$ cat src/rtl/multicycle_control_pkg.sv
// Shared encodings for the multicycle controller and its datapath.
package multicycle_control_pkg;

  typedef enum logic [3:0] {
    S_FETCH  = 4'd0,
    S_DECODE = 4'd1,
    S_MEMADR = 4'd2,
    S_MEMRD  = 4'd3,
    S_MEMWB  = 4'd4,
    S_MEMWR  = 4'd5,
    S_EXEC   = 4'd6,
    S_RWB    = 4'd7,
    S_BEQ    = 4'd8,
    S_JUMP   = 4'd9,
    S_TRAP   = 4'd10
  } state_t;

  localparam logic [5:0] OP_R   = 6'b000000;
  localparam logic [5:0] OP_LW  = 6'b100011;
  localparam logic [5:0] OP_SW  = 6'b101011;
  localparam logic [5:0] OP_BEQ = 6'b000100;
  localparam logic [5:0] OP_J   = 6'b000010;

  localparam logic [2:0] ALUOP_ADD   = 3'b000;
  localparam logic [2:0] ALUOP_SUB   = 3'b001;
  localparam logic [2:0] ALUOP_FUNCT = 3'b010;

  localparam logic [1:0] SRCB_REGB    = 2'b00;
  localparam logic [1:0] SRCB_FOUR    = 2'b01;
  localparam logic [1:0] SRCB_IMM     = 2'b10;
  localparam logic [1:0] SRCB_IMM_SH2 = 2'b11;

  localparam logic [1:0] PCSRC_ALU    = 2'b00;
  localparam logic [1:0] PCSRC_ALUOUT = 2'b01;
  localparam logic [1:0] PCSRC_JUMP   = 2'b10;

  // Full control word driven to the datapath each cycle.
  typedef struct packed {
    logic       pc_write;
    logic       pc_write_cond;
    logic       i_or_d;
    logic       mem_read;
    logic       mem_write;
    logic       ir_write;
    logic       mem_to_reg;
    logic       reg_dst;
    logic       reg_write;
    logic       alu_src_a;
    logic [1:0] alu_src_b;
    logic [2:0] alu_op;
    logic [1:0] pc_source;
    logic       illegal;
  } ctrl_t;

endpackage

$ cat src/rtl/multicycle_control_out.sv
// State-to-control decode. Pure Moore decode except the FETCH IR/PC write,
// which only fires in the cycle memory actually returns the instruction.
// i_active low forces every control to 0 so nothing strobes while in reset.
module multicycle_control_out
  import multicycle_control_pkg::*;
(
  input  logic [3:0] i_state,
  input  logic       i_mem_ready,
  input  logic       i_active,
  output ctrl_t      o_ctrl
);

  // Decode current state into the control word; unencoded states emit all zeros.
  always_comb begin
    o_ctrl = '0;
    if (i_active) begin
      case (i_state)
        S_FETCH: begin
          o_ctrl.mem_read  = 1'b1;
          o_ctrl.alu_src_b = SRCB_FOUR;
          o_ctrl.alu_op    = ALUOP_ADD;
          o_ctrl.pc_source = PCSRC_ALU;
          o_ctrl.ir_write  = i_mem_ready;
          o_ctrl.pc_write  = i_mem_ready;
        end
        S_DECODE: begin
          o_ctrl.alu_src_b = SRCB_IMM_SH2;
          o_ctrl.alu_op    = ALUOP_ADD;
        end
        S_MEMADR: begin
          o_ctrl.alu_src_a = 1'b1;
          o_ctrl.alu_src_b = SRCB_IMM;
          o_ctrl.alu_op    = ALUOP_ADD;
        end
        S_MEMRD: begin
          o_ctrl.mem_read = 1'b1;
          o_ctrl.i_or_d   = 1'b1;
        end
        S_MEMWB: begin
          o_ctrl.reg_write  = 1'b1;
          o_ctrl.mem_to_reg = 1'b1;
        end
        S_MEMWR: begin
          o_ctrl.mem_write = 1'b1;
          o_ctrl.i_or_d    = 1'b1;
        end
        S_EXEC: begin
          o_ctrl.alu_src_a = 1'b1;
          o_ctrl.alu_src_b = SRCB_REGB;
          o_ctrl.alu_op    = ALUOP_FUNCT;
        end
        S_RWB: begin
          o_ctrl.reg_write = 1'b1;
          o_ctrl.reg_dst   = 1'b1;
        end
        S_BEQ: begin
          o_ctrl.alu_src_a     = 1'b1;
          o_ctrl.alu_src_b     = SRCB_REGB;
          o_ctrl.alu_op        = ALUOP_SUB;
          o_ctrl.pc_write_cond = 1'b1;
          o_ctrl.pc_source     = PCSRC_ALUOUT;
        end
        S_JUMP: begin
          o_ctrl.pc_write  = 1'b1;
          o_ctrl.pc_source = PCSRC_JUMP;
        end
        S_TRAP: begin
          o_ctrl.illegal = 1'b1;
        end
        default: o_ctrl = '0;
      endcase
    end
  end

endmodule

$ cat src/rtl/multicycle_control.sv
// Multicycle CPU controller: state register, opcode latch and next-state logic.
//
// state  | meaning
// FETCH  | read instruction, PC+4; waits on MemReady
// DECODE | latch opcode, compute branch target
// MEMADR | compute lw/sw address
// MEMRD  | load data read; waits on MemReady
// MEMWB  | write loaded data to register file
// MEMWR  | store data write; waits on MemReady
// EXEC   | R-type ALU operation
// RWB    | write ALU result to rd
// BEQ    | compare and conditionally branch
// JUMP   | load jump target into PC
// TRAP   | unsupported opcode, held until reset
module multicycle_control
  import multicycle_control_pkg::*;
(
  input  logic       CLK,
  input  logic       RST_N,
  input  logic [5:0] OPCODE,
  input  logic       MemReady,
  output logic       PCWrite,
  output logic       PCWriteCond,
  output logic       IorD,
  output logic       MemRead,
  output logic       MemWrite,
  output logic       IRWrite,
  output logic       MemToReg,
  output logic       RegDst,
  output logic       RegWrite,
  output logic       ALUSrcA,
  output logic [1:0] ALUSrcB,
  output logic [2:0] ALUOp,
  output logic [1:0] PCSource,
  output logic [3:0] State,
  output logic       Illegal
);

  // Kept as a raw 4-bit register so unencoded values 11-15 are representable
  // and recover cleanly.
  logic [3:0] r_state;
  logic [3:0] w_next_state;
  logic [5:0] r_opcode;
  ctrl_t      w_ctrl;

  // State register.
  always_ff @(posedge CLK or negedge RST_N) begin
    if (!RST_N) r_state <= S_FETCH;
    else        r_state <= w_next_state;
  end

  // Opcode is captured in DECODE so MEMADR steers on a stable copy.
  always_ff @(posedge CLK or negedge RST_N) begin
    if (!RST_N)                 r_opcode <= 6'b000000;
    else if (r_state == S_DECODE) r_opcode <= OPCODE;
  end

  // Next-state logic; MemReady only matters in the three memory-wait states.
  always_comb begin
    w_next_state = S_FETCH;
    case (r_state)
      S_FETCH:  w_next_state = MemReady ? S_DECODE : S_FETCH;
      S_DECODE: begin
        case (OPCODE)
          OP_R:         w_next_state = S_EXEC;
          OP_LW, OP_SW: w_next_state = S_MEMADR;
          OP_BEQ:       w_next_state = S_BEQ;
          OP_J:         w_next_state = S_JUMP;
          default:      w_next_state = S_TRAP;
        endcase
      end
      S_MEMADR: w_next_state = (r_opcode == OP_LW) ? S_MEMRD : S_MEMWR;
      S_MEMRD:  w_next_state = MemReady ? S_MEMWB : S_MEMRD;
      S_MEMWB:  w_next_state = S_FETCH;
      S_MEMWR:  w_next_state = MemReady ? S_FETCH : S_MEMWR;
      S_EXEC:   w_next_state = S_RWB;
      S_RWB:    w_next_state = S_FETCH;
      S_BEQ:    w_next_state = S_FETCH;
      S_JUMP:   w_next_state = S_FETCH;
      S_TRAP:   w_next_state = S_TRAP;
      default:  w_next_state = S_FETCH;
    endcase
  end

  multicycle_control_out u_out (
    .i_state     (r_state),
    .i_mem_ready (MemReady),
    .i_active    (RST_N),
    .o_ctrl      (w_ctrl)
  );

  // Fan the control word out to the named datapath controls.
  always_comb begin
    PCWrite     = w_ctrl.pc_write;
    PCWriteCond = w_ctrl.pc_write_cond;
    IorD        = w_ctrl.i_or_d;
    MemRead     = w_ctrl.mem_read;
    MemWrite    = w_ctrl.mem_write;
    IRWrite     = w_ctrl.ir_write;
    MemToReg    = w_ctrl.mem_to_reg;
    RegDst      = w_ctrl.reg_dst;
    RegWrite    = w_ctrl.reg_write;
    ALUSrcA     = w_ctrl.alu_src_a;
    ALUSrcB     = w_ctrl.alu_src_b;
    ALUOp       = w_ctrl.alu_op;
    PCSource    = w_ctrl.pc_source;
    Illegal     = w_ctrl.illegal;
    State       = r_state;
  end

endmodule

$ cat config.mk
export PLATFORM = sky130hd
export DESIGN_NAME = multicycle_control
export DESIGN_NICKNAME = d
export VERILOG_FILES = /design/src/rtl/multicycle_control_pkg.sv /design/src/rtl/multicycle_control_out.sv /design/src/rtl/multicycle_control.sv
export SDC_FILE = /design/constraint.sdc
export NUM_CORES = 1
export LEC_CHECK = 0
export ABC_AREA = 1
export CAP_MARGIN = 20
export CORE_ASPECT_RATIO = 1.1
export CORE_MARGIN = 10
export CORE_UTILIZATION = 48
export CTS_BUF_LIST = sky130_fd_sc_hd__clkbuf_8
export DETAILED_ROUTE_END_ITERATION = 7
export GPL_ROUTABILITY_DRIVEN = 0
export GPL_TIMING_DRIVEN = 0
export PLACE_DENSITY = 0.86
export SYNTH_ARGS = -nofsm -noshare
export SYNTH_HDL_FRONTEND = slang
export SYNTH_HIERARCHICAL = 1
export SYNTH_SLANG_ARGS = --single-unit
export TNS_END_PERCENT = 30
$ cat constraint.sdc
create_clock -name CLK -period 1.9 [get_ports CLK]
set_input_delay 0.38 -clock CLK [delete_from_list [all_inputs] [get_ports CLK]]
set_output_delay 0.38 -clock CLK [all_outputs]
set_load 0.01 [all_outputs]
---- Word-level counts from Yosys, hierarchy flattened ----
Index checks and enable logic that the tools add are counted.
storage, ports and cells
  memories ................................ 0
  word-level logic and storage cells ...... 44
  latch bits .............................. 0
  RAM bits ................................ 0
  bits in registers ....................... 10
  ROM bits ................................ 0
  input port bits ......................... 9
  output and inout port bits .............. 22
cells by class
  mux-type cells .......................... 20
  equal/unequal tests ..................... 15
  bitwise operators ....................... 0
  order comparisons ....................... 0
  $add $sub $neg .......................... 0
  divide/modulo/power cells ............... 0
  reductions and logical operators ........ 7
  multiply operators ...................... 0
  shift operators ......................... 0
operator list
  cell                  count
  $pmux W4 S7           1
  $pmux W5 S5           1
  $eq A6 B6 Y1 const B  3
  $mux W18              1
  $eq A4 B3 Y1 const B  4
  $pmux W4 S4           1
  $eq A4 B4 Y1 const B  3
  $mux W1               11
  $mux W3               3
  $eq A4 B2 Y1 const B  2
  $reduce_or A2 Y1      4
  $eq A6 B2 Y1 const B  1
  $eq A6 B3 Y1 const B  1
  $logic_not A6 Y1      1
  $eq A4 B1 Y1 const B  1
  $logic_not A4 Y1      1
  $pmux W2 S2           1
  $reduce_or A3 Y1      1
  $pmux W1 S2           1

---- Depth between registers and ports, before layout ----
  depth after elaboration ................. 4
  depth in mapped cells ................... 7
  depth with buffers taken out ............ 7

---- Hierarchy ----
Netlist, hierarchy kept.
modules (own cells, without submodules)
  module                  instances  seq. area each (µm²)  area an instance (µm²)  cells each
  multicycle_control      1          250.2                 599.3                   89
  multicycle_control_out  1          0.0                   182.7                   44

---- Worst setup path before layout ----
OpenSTA, ideal clock, no wires.
  kind .................................... reg2out
  start point ............................. reg r_state[3], in the netlist State[3]
  end point ............................... out PCWriteCond
  path slack .............................. 336 ps
  data required time ...................... 1520 ps
  buffers on the path ..................... 1
  arrival ................................. 1184 ps
  cell stages (with the launch flop) ...... 6
  cells stage by stage .................... dfrtp_1 inv_1 nor2_1 nand2_1 nor2_1 buf_4
between the ends
  longest elaborated chain between the ends .. 3
ends and longest elaborated chain
  item                      RTL line                      RTL
  start: declaration        multicycle_control.sv:41      logic [3:0] r_state;
  start signal: assignment  multicycle_control.sv:49      else r_state <= w_next_state;
  $eq A4 B4 Y1              multicycle_control_out.sv:17  case (i_state)
  $mux W1                   multicycle_control_out.sv:17
  $mux W18                  multicycle_control_out.sv:16  if (i_active) begin
  end: declaration          multicycle_control.sv:23      output logic PCWriteCond,
No other way between the ends.

---- Final worst setup path ----
  start point ............................. reg r_state[1], in the netlist State[1]
  end point ............................... out PCWriteCond
The elaborated chain is that of the path after synthesis.

==> metrics.md <==
| Metric | Value |
|---|---|
| Status | completed |
| Total CTS buffers | 3 |
| CTS tree | yes |
| Post-Syn Area | 782.0 um2 |
| Routed wire length | 2145 um |
| Core box area | 0.001558 mm2 |
| Inserted Diodes | 0 |
| RSZ-0062 raised after global routing | true |
| Non-Filler Instances | 184 |
| Share of cells above drive strength 1 | 0.1557 |
| Nets | 178 |
| CP max-delay cell | dfrtp_2 |
| CP Data Required Time | 1.52 ns |
| Final Util | 0.7293 |
| Family with the most delay on the worst path | flip-flops |
| Total track usage | 0.1177 |
| # DRC | 0 |
| Slew Viols, Final | 0 |
| Arr. time, crit path | 1.48 ns |
| Crit share post-route | 0.9782 |
| Die width | 58.49 um |
| H-tree level count | 1 |
| Clock Sink Count | 10 |
| Port-buffer cells | 29 |
| Vias in the first global route | 904 |
| Clock Skews | 0.001043 ns |
| Final hold viol count | 0 |
| CP Buf/Inv Count | 2 |
| Mapped Nets | 142 |
| Hpwl dp | 1811 um |
| Placed cell count | 179 |
| First-pass GRT wire length | 3601 um |
| Distinct cells, synth | 19 |
| Clock Tree Root | clkbuf_8 |
| Crit path max fanout | 11 |
| Synthesized flop and latch total | 10 |
| Initial core utilization | 0.5020 |
| Clock latency on the worst-skew pair | 0.23 ns |
| Setup violators final | 0 |
| Cells after Synth | 133 |
| Total number of vias | 920 |
| Yosys warning count | 6 |
| Crit end category | output port |
| Area Growth Syn to Fin | 45.28% |
| Pin count of the biggest net entering global routing | 17 |
| Wire per inst | 11.66 um |
| Sequence of cells on the critical path | nor2_2 > nand2_1 > nor2_1 > buf_4 > dlygate4sd2_1 |
| DP Worst Slack | -0.7562 ns |
| Avg Vias per Cell | 5.000 |
| Fmax | 538.0 MHz |
| FP Rows | 15 |
| Clock Tree Buf Depth | 2 |
| Main area contributors after synthesis | dfrtp_1, nand2_1, nor2_1 |
| Worst vdd ir | 0.8146 mV |
| Routed Antenna Nets | 0 |
| Critical path class | register to output port |
| PwrDens | 1402 mW/mm2 |
| Die height | 62.33 um |
| Top cell type's share of synthesized area | 0.3200 |
| Hold Path Class | input pin to async pin |
| Initial DRC count | 34 |
| Final WS setup | 0.04134 ns |
| Share of the yosys chip area belonging to registers | 0.3200 |
| Period minus WS final | 1.859 ns |
| IO Count | 31 |
| Drt pass-1 iters | 4 |
| Die area | 0.003645 mm2 |
| Synth Area per Inst | 5.880 um2 |
| Largest stage delay, worst path | 0.48 ns |
| Hold_buf cts | 0 |
| Post-synth top area cell | dfrtp_1 |
| Initial antenna violation count | 0 |
| MaxCap Viol Count | 0 |
| Reg clk slew, reported paths | 0.04 ns |
| CP startpoint kind | register |
| GRT Residual Overflow | 0 |
| P_leak | 0.0006916 uW |
worst paths after layout:
kind	start	end	slack, ns	depth (start not counted)
worst max-delay path	State[1]	PCWriteCond	0.04	5
worst min-delay path	RST_N	r_opcode[5]	0.04	1
worst max register to register	State[2]	r_opcode[4]	0.68	6
worst min register to register	r_opcode[0]	r_opcode[0]	0.49	2
max in group asynchronous	RST_N	State[0]	1.60	1
min in group CLK	r_opcode[0]	r_opcode[0]	0.49	2
per-layer routing:
layer / GRT usage / up-vias / wire length, um
li1: - / 469 / -
met1: 0.1105 / 405 / 798
met2: 0.2008 / 37 / 1038
met3: 0.05081 / 9 / 240
met4: 0.07059 / 0 / 67
met5: 0 / - / 0
synthesized netlist by cell type (all sizes together):
library cell  number
a21oi              4
buf                3
conb               1
dfrtp             10
inv               26
nand2             35
nand3             14
nand3b             1
nand4              1
nor2              30
nor3               2
o21ai              5
or2                1
registers in the layout (all words and copies together) (netlist names):
signal	count
State	4
r_opcode	6
logic make-up after synthesis:
kind of cell           share of synthesized area
other                                   0.004795
buffers and inverters                     0.1584
and+or+nand+nor                           0.4592
DFF                                       0.3200
AOI/OAI and AO/OA                        0.05760
cell type report:
cell class | instances | area, um2
buffer | 3 | 26.28
clock buffer | 3 | 41.29
fill | 147 | 421.7
inverter | 26 | 97.59
multi-input combinational | 94 | 417.9
sequential | 10 | 255.2
tap | 17 | 21.27
timing repair buffer | 31 | 276.5
layout by cell type, fill, tap and decap left out:
master	instances
buf_2	1
o21ai_1	4
conb_1	1
nand3b_1	1
nor2_2	3
buf_6	1
o21ai_0	1
nand2_2	2
nor3_1	2
clkbuf_8	3
clkdlybuf4s15_1	1
nor2_1	26
nand4_1	1
inv_2	5
dlygate4sd2_1	15
nand3_1	13
or2_0	1
a21oi_1	4
nand3_2	1
inv_1	21
dfrtp_1	6
nand2_1	33
clkbuf_2	1
buf_4	4
dfrtp_2	4
clkdlybuf4s50_1	11
nor2_4	1
power by group:
part	total [uW]	switching, uW	internal [uW]
registers	430	103	326
clock network	207	69.9	138
logic	956	555	401
per-stage QoR:
step	hold WS (ns)	total power, uW	setup TNS, ns	cell area (um2)
2_1_floorplan	0.08441	995.2	0	782.0
3_3_place_gp	0.4638	1354	-10.52	1094
3_5_place_dp	0.4800	1385	-11.07	1094
4_1_cts	0.03999	1572	0	1126
5_1_grt	0.05218	1748	-0.05018	1136
6_report	0.04103	1593	0	1136
repair_timing:
item / in CTS / in global routing
gates resized for setup: 28 / 5
gates cloned: 0 / 0
setup endpoints to repair: 17 / 7
setup buffers: 1 / 1
No activity file was read; power rests on OpenSTA's default activity.
